File: src/rtl/tt_uio_arbiter.sv
// Round-robin owner of the shared uio pins, with bounded hold time and turnaround on direction flips.
// Latency: grant 1 cycle after req is sampled in IDLE, or 1+TURN_CYC cycles when the pin direction changes.
// Backpressure: requesters hold req until gnt; the owner is preempted after HOLD_MAX cycles if another requester waits.
module tt_uio_arbiter #(
  parameter int NREQ     = 4,
  parameter int HOLD_MAX = 8,
  parameter int TURN_CYC = 2
) (
  input  logic              clk,
  input  logic              rst_n,
  input  logic              ena,
  input  logic [NREQ-1:0]   req,
  input  logic [NREQ-1:0]   dir,
  input  logic [8*NREQ-1:0] wdata,
  input  logic [7:0]        uio_in,
  output logic [7:0]        uio_out,
  output logic [7:0]        uio_oe,
  output logic [NREQ-1:0]   gnt,
  output logic [7:0]        rdata,
  output logic              rvalid,
  output logic              busy
);

  localparam int IW = (NREQ > 1) ? $clog2(NREQ) : 1;
  localparam int HW = (HOLD_MAX > 1) ? $clog2(HOLD_MAX) : 1;
  localparam logic [HW-1:0] HOLD_LAST = HW'((HOLD_MAX > 0) ? HOLD_MAX - 1 : 0);
  localparam logic [3:0]    TURN_INIT = 4'(TURN_CYC - 1);
  localparam logic [IW-1:0] LAST_INIT = IW'(NREQ - 1);

  typedef enum logic [1:0] {
    IDLE = 2'd0,
    TURN = 2'd1,
    OWN  = 2'd2
  } state_t;

  state_t          state_q, state_d;
  logic [IW-1:0]   owner_q, owner_d;
  logic [IW-1:0]   last_q, last_d;
  logic            last_dir_q, last_dir_d;
  logic [HW-1:0]   hold_q, hold_d;
  logic [3:0]      turn_q, turn_d;
  logic [NREQ-1:0] gnt_q, gnt_d;
  logic [7:0]      oe_q, oe_d;
  logic [7:0]      out_q, out_d;
  logic [7:0]      rdata_q, rdata_d;
  logic            rvalid_q, rvalid_d;

  logic [IW-1:0]   win;
  logic            win_found;
  logic [IW-1:0]   scan_idx;
  logic [NREQ-1:0] owner_oh;
  logic            others_pending;
  logic            go_own;

  // Round-robin pick: first requester after the last owner, wrapping modulo NREQ.
  always_comb begin
    win       = '0;
    win_found = 1'b0;
    scan_idx  = '0;
    for (int k = 1; k <= NREQ; k++) begin
      scan_idx = IW'((int'(last_q) + k) % NREQ);
      if (!win_found && req[scan_idx]) begin
        win_found = 1'b1;
        win       = scan_idx;
      end
    end
  end

  assign owner_oh       = NREQ'(1) << owner_q;
  assign others_pending = |(req & ~owner_oh);

  // Next-state and registered-output decode; pin outputs only become active in OWN.
  always_comb begin
    state_d    = state_q;
    owner_d    = owner_q;
    last_d     = last_q;
    last_dir_d = last_dir_q;
    hold_d     = hold_q;
    turn_d     = turn_q;
    gnt_d      = '0;
    oe_d       = 8'h00;
    out_d      = 8'h00;
    rdata_d    = rdata_q;
    rvalid_d   = 1'b0;
    go_own     = 1'b0;

    if (!ena) begin
      state_d = IDLE;
    end else begin
      case (state_q)
        IDLE: begin
          if (win_found) begin
            owner_d = win;
            last_d  = win;
            if (dir[win] != last_dir_q) begin
              state_d = TURN;
              turn_d  = TURN_INIT;
            end else begin
              go_own = 1'b1;
            end
          end
        end
        TURN: begin
          if (!req[owner_q]) begin
            state_d = IDLE;
          end else if (turn_q == 4'd0) begin
            go_own     = 1'b1;
            last_dir_d = dir[owner_q];
          end else begin
            turn_d = turn_q - 4'd1;
          end
        end
        OWN: begin
          if (!req[owner_q] ||
              ((HOLD_MAX != 0) && (hold_q == HOLD_LAST) && others_pending)) begin
            state_d = IDLE;
          end else begin
            // Saturate so a lone owner keeps the pins indefinitely.
            if ((HOLD_MAX != 0) && (hold_q != HOLD_LAST)) begin
              hold_d = hold_q + HW'(1);
            end
            if (!dir[owner_q]) begin
              rdata_d  = uio_in;
              rvalid_d = 1'b1;
            end
          end
        end
        default: state_d = IDLE;
      endcase
    end

    if (go_own) begin
      state_d = OWN;
      hold_d  = '0;
    end

    if (state_d == OWN) begin
      gnt_d = NREQ'(1) << owner_d;
      if (dir[owner_d]) begin
        oe_d  = 8'hFF;
        out_d = wdata[{owner_d, 3'b000} +: 8];
      end
    end
  end

  // State and output registers; reset drops the pin enables immediately.
  always_ff @(posedge clk or negedge rst_n) begin
    if (!rst_n) begin
      state_q    <= IDLE;
      owner_q    <= '0;
      last_q     <= LAST_INIT;
      last_dir_q <= 1'b0;
      hold_q     <= '0;
      turn_q     <= '0;
      gnt_q      <= '0;
      oe_q       <= 8'h00;
      out_q      <= 8'h00;
      rdata_q    <= 8'h00;
      rvalid_q   <= 1'b0;
    end else begin
      state_q    <= state_d;
      owner_q    <= owner_d;
      last_q     <= last_d;
      last_dir_q <= last_dir_d;
      hold_q     <= hold_d;
      turn_q     <= turn_d;
      gnt_q      <= gnt_d;
      oe_q       <= oe_d;
      out_q      <= out_d;
      rdata_q    <= rdata_d;
      rvalid_q   <= rvalid_d;
    end
  end

  assign gnt     = gnt_q;
  assign uio_oe  = oe_q;
  assign uio_out = out_q;
  assign rdata   = rdata_q;
  assign rvalid  = rvalid_q;
  assign busy    = (state_q != IDLE);

endmodule

File: config.mk
export PLATFORM = sky130hd
export DESIGN_NAME = tt_uio_arbiter
export DESIGN_NICKNAME = d
export VERILOG_FILES = /design/src/rtl/tt_uio_arbiter.sv
export SDC_FILE = /design/constraint.sdc
export NUM_CORES = 1
export LEC_CHECK = 0
export CAP_MARGIN = 15
export CORE_MARGIN = 8
export CORE_UTILIZATION = 45
export CTS_BUF_LIST = sky130_fd_sc_hd__clkbuf_4
export CTS_CLUSTER_SIZE = 20
export DETAILED_ROUTE_END_ITERATION = 10
export PLACE_DENSITY = 0.82
export SYNTH_ARGS = -nofsm -noshare
export SYNTH_HDL_FRONTEND = slang
export SYNTH_SLANG_ARGS = --single-unit
File: constraint.sdc
create_clock -name clk -period 5.5 [get_ports clk]
set_input_delay 1.1 -clock clk [delete_from_list [all_inputs] [get_ports clk]]
set_output_delay 1.1 -clock clk [all_outputs]
set_load 0.005 [all_outputs]
==> impl_summary.log <==
INFO  metric status = finished clean
INFO  metric cts.sinks = 36
INFO  metric final.min_clock_period = 3.48 ns
INFO  metric worst_r2r_endpoint = uio_out[2]
INFO  metric fin_tns_setup = 0 ns
INFO  metric ff_to_ff_path_depth = 6
INFO  metric grt_max_degree = 37
INFO  metric maxClockFrequency = 288 MHz
INFO  metric ctsRootBufferMaster = clkbuf_4
INFO  metric post_route_clock_period_utilization = 63.2%
INFO  metric worst_ir_drop_vdd = 0.193 mV
INFO  metric area_enclosed_by_the_die_boundary = 7130 µm²
INFO  metric start_util = 45.6%
INFO  metric grt_first_pass_wirelength = 8530 µm
INFO  metric drv.max_cap_violation_count = 0
INFO  metric cts_stage_hold_buffer_count = 0
INFO  metric finalClockSkew = 0.0151 ns
INFO  metric vias = 1,683
INFO  metric initialDrtViolationCount = 40
INFO  metric crit_required = 5.73 ns
INFO  metric count_of_placed_standard_cells_including_taps = 305
INFO  metric die_y = 84.5 µm
INFO  metric area_of_the_mapped_netlist = 2110 µm²
INFO  metric synth-main-ff-cell = dfrtp_1
INFO  metric detail_routed_via_count_per_cell = 5.38
INFO  metric gr-usage-all-layers = 14.9%
INFO  metric hp-class = reg -> reg
INFO  metric synth.ff_latch_count = 36
INFO  metric worst_setup_hold_path_clk_slew = 0.11 ns
INFO  metric crit_path_start_kind = input pin
INFO  metric critical_path.cell_chain = clkdlybuf4s50_1 -> nor4_4 -> or3_2 -> nor2_1 -> or2_4 -> mux4_2 -> a211oi_1
INFO  metric relSlewSlack = 47.4%
INFO  metric post_drt_wl_per_cell = 16.7 µm
INFO  metric worstReg2RegStart = last_q[1]
INFO  metric critPathKind = in -> reg
INFO  metric whs_endpoint = rdata[1]
INFO  metric final-instance-count-excl-fill = 313
INFO  metric syn-mean-instance-area = 11.3 µm²
INFO  metric hold_depth = 1
INFO  metric std_cell_rows = 25
INFO  metric hold_path.startpoint = rdata[1]
INFO  metric cp_data_arrival_time = 3.71 ns
INFO  metric core_area = 4630 µm²
INFO  metric slowest_delay = 0.67 ns
INFO  metric post-cts-setup-buffers = 0
INFO  metric crit_path_end_kind = flop
INFO  metric postSynthCellCount = 186
INFO  metric clk_path_buf_depth = 2
INFO  metric pin_count = 81
INFO  metric num_antenna_cells = 0
INFO  metric drtPass1Iterations = 4
INFO  metric area_growth = 38.8%
INFO  metric antenna_found_initial = 0
INFO  metric post-layout-total-power = 1.27 mW
INFO  metric rsz0062_at_grt = no
INFO  metric seq_area_frac_synth = 42.8%
INFO  metric htree_levels = 2
INFO  metric worst_tran_pin_value = 0.790 ns
INFO  metric buffer_ports.inserted = 80
INFO  metric asyncSetResetFlopFracSynth = 100%
INFO  metric globalplace.congestion = 0.841
INFO  metric grt_pass1_vias = 1,773
INFO  metric synth-edff-count = 0
INFO  metric worstSkewPairLatency = 0.34 ns
INFO  metric cts.repair.resized = 0
INFO  metric total_nets_after_synthesis = 240
INFO  metric fin_nets = 312
INFO  metric worst_slack = 2.02 ns
INFO  metric detail-route-antenna-nets = 0
INFO  metric place_worst_setup_slack = 1.68 ns
INFO  metric grt-ovfl-total = 0
INFO  metric power.density_cell_area = 432 nW/µm²
INFO  metric ys_warn_count = 0
INFO  metric slew_violations = 0
INFO  metric path_max_fanout = 12
INFO  metric cts_inserted_buffers = 5
INFO  metric rrSetupSlack = 2.90 ns
INFO  metric timing_hold_violations_final = 0
INFO  metric synth.distinct_cells = 45
INFO  metric finalSetupViolations = 0
INFO  metric finalWirelength = 5240 µm
INFO  metric layout-drive-gt1-share = 16.2%
INFO  metric leakage_power_summed_over_all_cells = 1.26 nW
INFO  metric drt_drc_violations_left = 0
INFO  metric floorplan.die.width = 84.5 µm
INFO  metric tritoncts_clock_tree = built
INFO  metric half_perimeter_wire_length_after_detailed_placement = 4080 µm
INFO  metric cpMaxStageDelayCell = clkdlybuf4s50_1
worst max-delay path: cells and delay by family:
kind	cells	cell delay (ns)
AOI/OAI and AO/OA	1	0.27
buffers and inverters	1	0.67
muxes	1	0.64
and+or+nand+nor	4	1.03
routing by layer:
| metal | global-route usage, % | wire, µm |
|---|---|---|
| met5 | 0 | 0 |
| met4 | 6.15 | 100 |
| met3 | 5.46 | 370 |
| met2 | 24.4 | 2580 |
| met1 | 17.2 | 2190 |
Yosys cell counts, drive strengths merged, types with 3 or more instances:
cell type / n / area share, %
mux4: 3 / 3.2
a31oi: 4 / 1.9
nand3: 3 / 0.71
nand2: 5 / 0.89
inv: 12 / 2.1
mux2i: 20 / 9.5
mux2: 20 / 11
dfrtp: 34 / 40
clkbuf: 3 / 0.59
buf: 12 / 4.0
a21oi: 5 / 1.2
ha: 3 / 1.8
nor2b: 4 / 1.2
nor2: 10 / 2.1
nor4: 3 / 1.6
nand2b: 6 / 1.8
a211oi: 13 / 4.6
o21ai: 5 / 1.4
registers in the layout, summed over array words and instances, names as in the netlist:
signal	cells
rdata	8
uio_out	8
gnt	4
turn_q	4
hold_q	3
last_q	2
owner_q	2
state_q	2
last_dir_q	1
rvalid	1
uio_oe	1
final cells by class:
type / instances / area [µm²]
Inverter: 12 / 45.0
Sequential cell: 36 / 903
Clock buffer: 6 / 45.0
Fill cell: 379 / 1700
Clock inverter: 2 / 7.51
Timing Repair Buffer: 80 / 796
Tap cell: 54 / 67.6
Multi-Input combinational cell: 123 / 1060
power by group:
group | switching [mW] | leakage, nW | total (mW) | internal [mW]
Clock | 0.0833 | 0.0307 | 0.136 | 0.0523
Sequential | 0.0740 | 0.469 | 0.436 | 0.362
Combinational | 0.301 | 0.761 | 0.694 | 0.393
Total | 0.458 | 1.26 | 1.27 | 0.807
cell usage in the layout, fill, tap and decap left out, types with 4 or more instances in the layout:
cell type	Yosys	routed
clkdlybuf4s50_1	0	79
dfrtp_1	34	34
mux2i_1	20	20
mux2_2	19	19
a211oi_1	13	13
inv_1	12	12
nor2_1	9	9
nand2b_1	6	6
clkbuf_4	0	6
nand2_1	5	5
a21oi_1	5	5
nor2b_1	4	4
per-stage QoR:
| step | instance area (µm²) | utilization (%) | hold WS (ns) |
|---|---|---|---|
| final | 2930 | 63.2 | 0.519 |
| after global routing | 2930 | 63.2 | 0.539 |
| after CTS | 2930 | 63.2 | 0.526 |
| after detailed placement | 2880 | 62.1 | 0.499 |
| after floorplan | 2110 | - | 0.472 |
| after global placement | 2880 | 62.1 | 0.490 |
cell families (layout without fill, tap and decap cells):
logic type	after synthesis	count (layout)	share of synthesized area, %
fa+ha+maj	3	3	1.78
buf+inv	27	100	6.76
flops	36	36	42.8
compound gates	36	36	12.8
xor+xnor	1	1	0.415
mux	43	43	23.5
simple gates	40	40	11.9
how the worst max path moves through the flow:
stage                 from         end  cells after the start
floorplan           req[3]  uio_out[0]                      7
global placement    req[3]  uio_out[4]                      7
detailed placement  req[3]  uio_out[7]                      7
CTS                 req[3]  uio_out[5]                      7
global route        req[3]  uio_out[7]                      7
finish              req[3]  uio_out[2]                      7
Note: power is estimated with default switching activity, not from simulation.
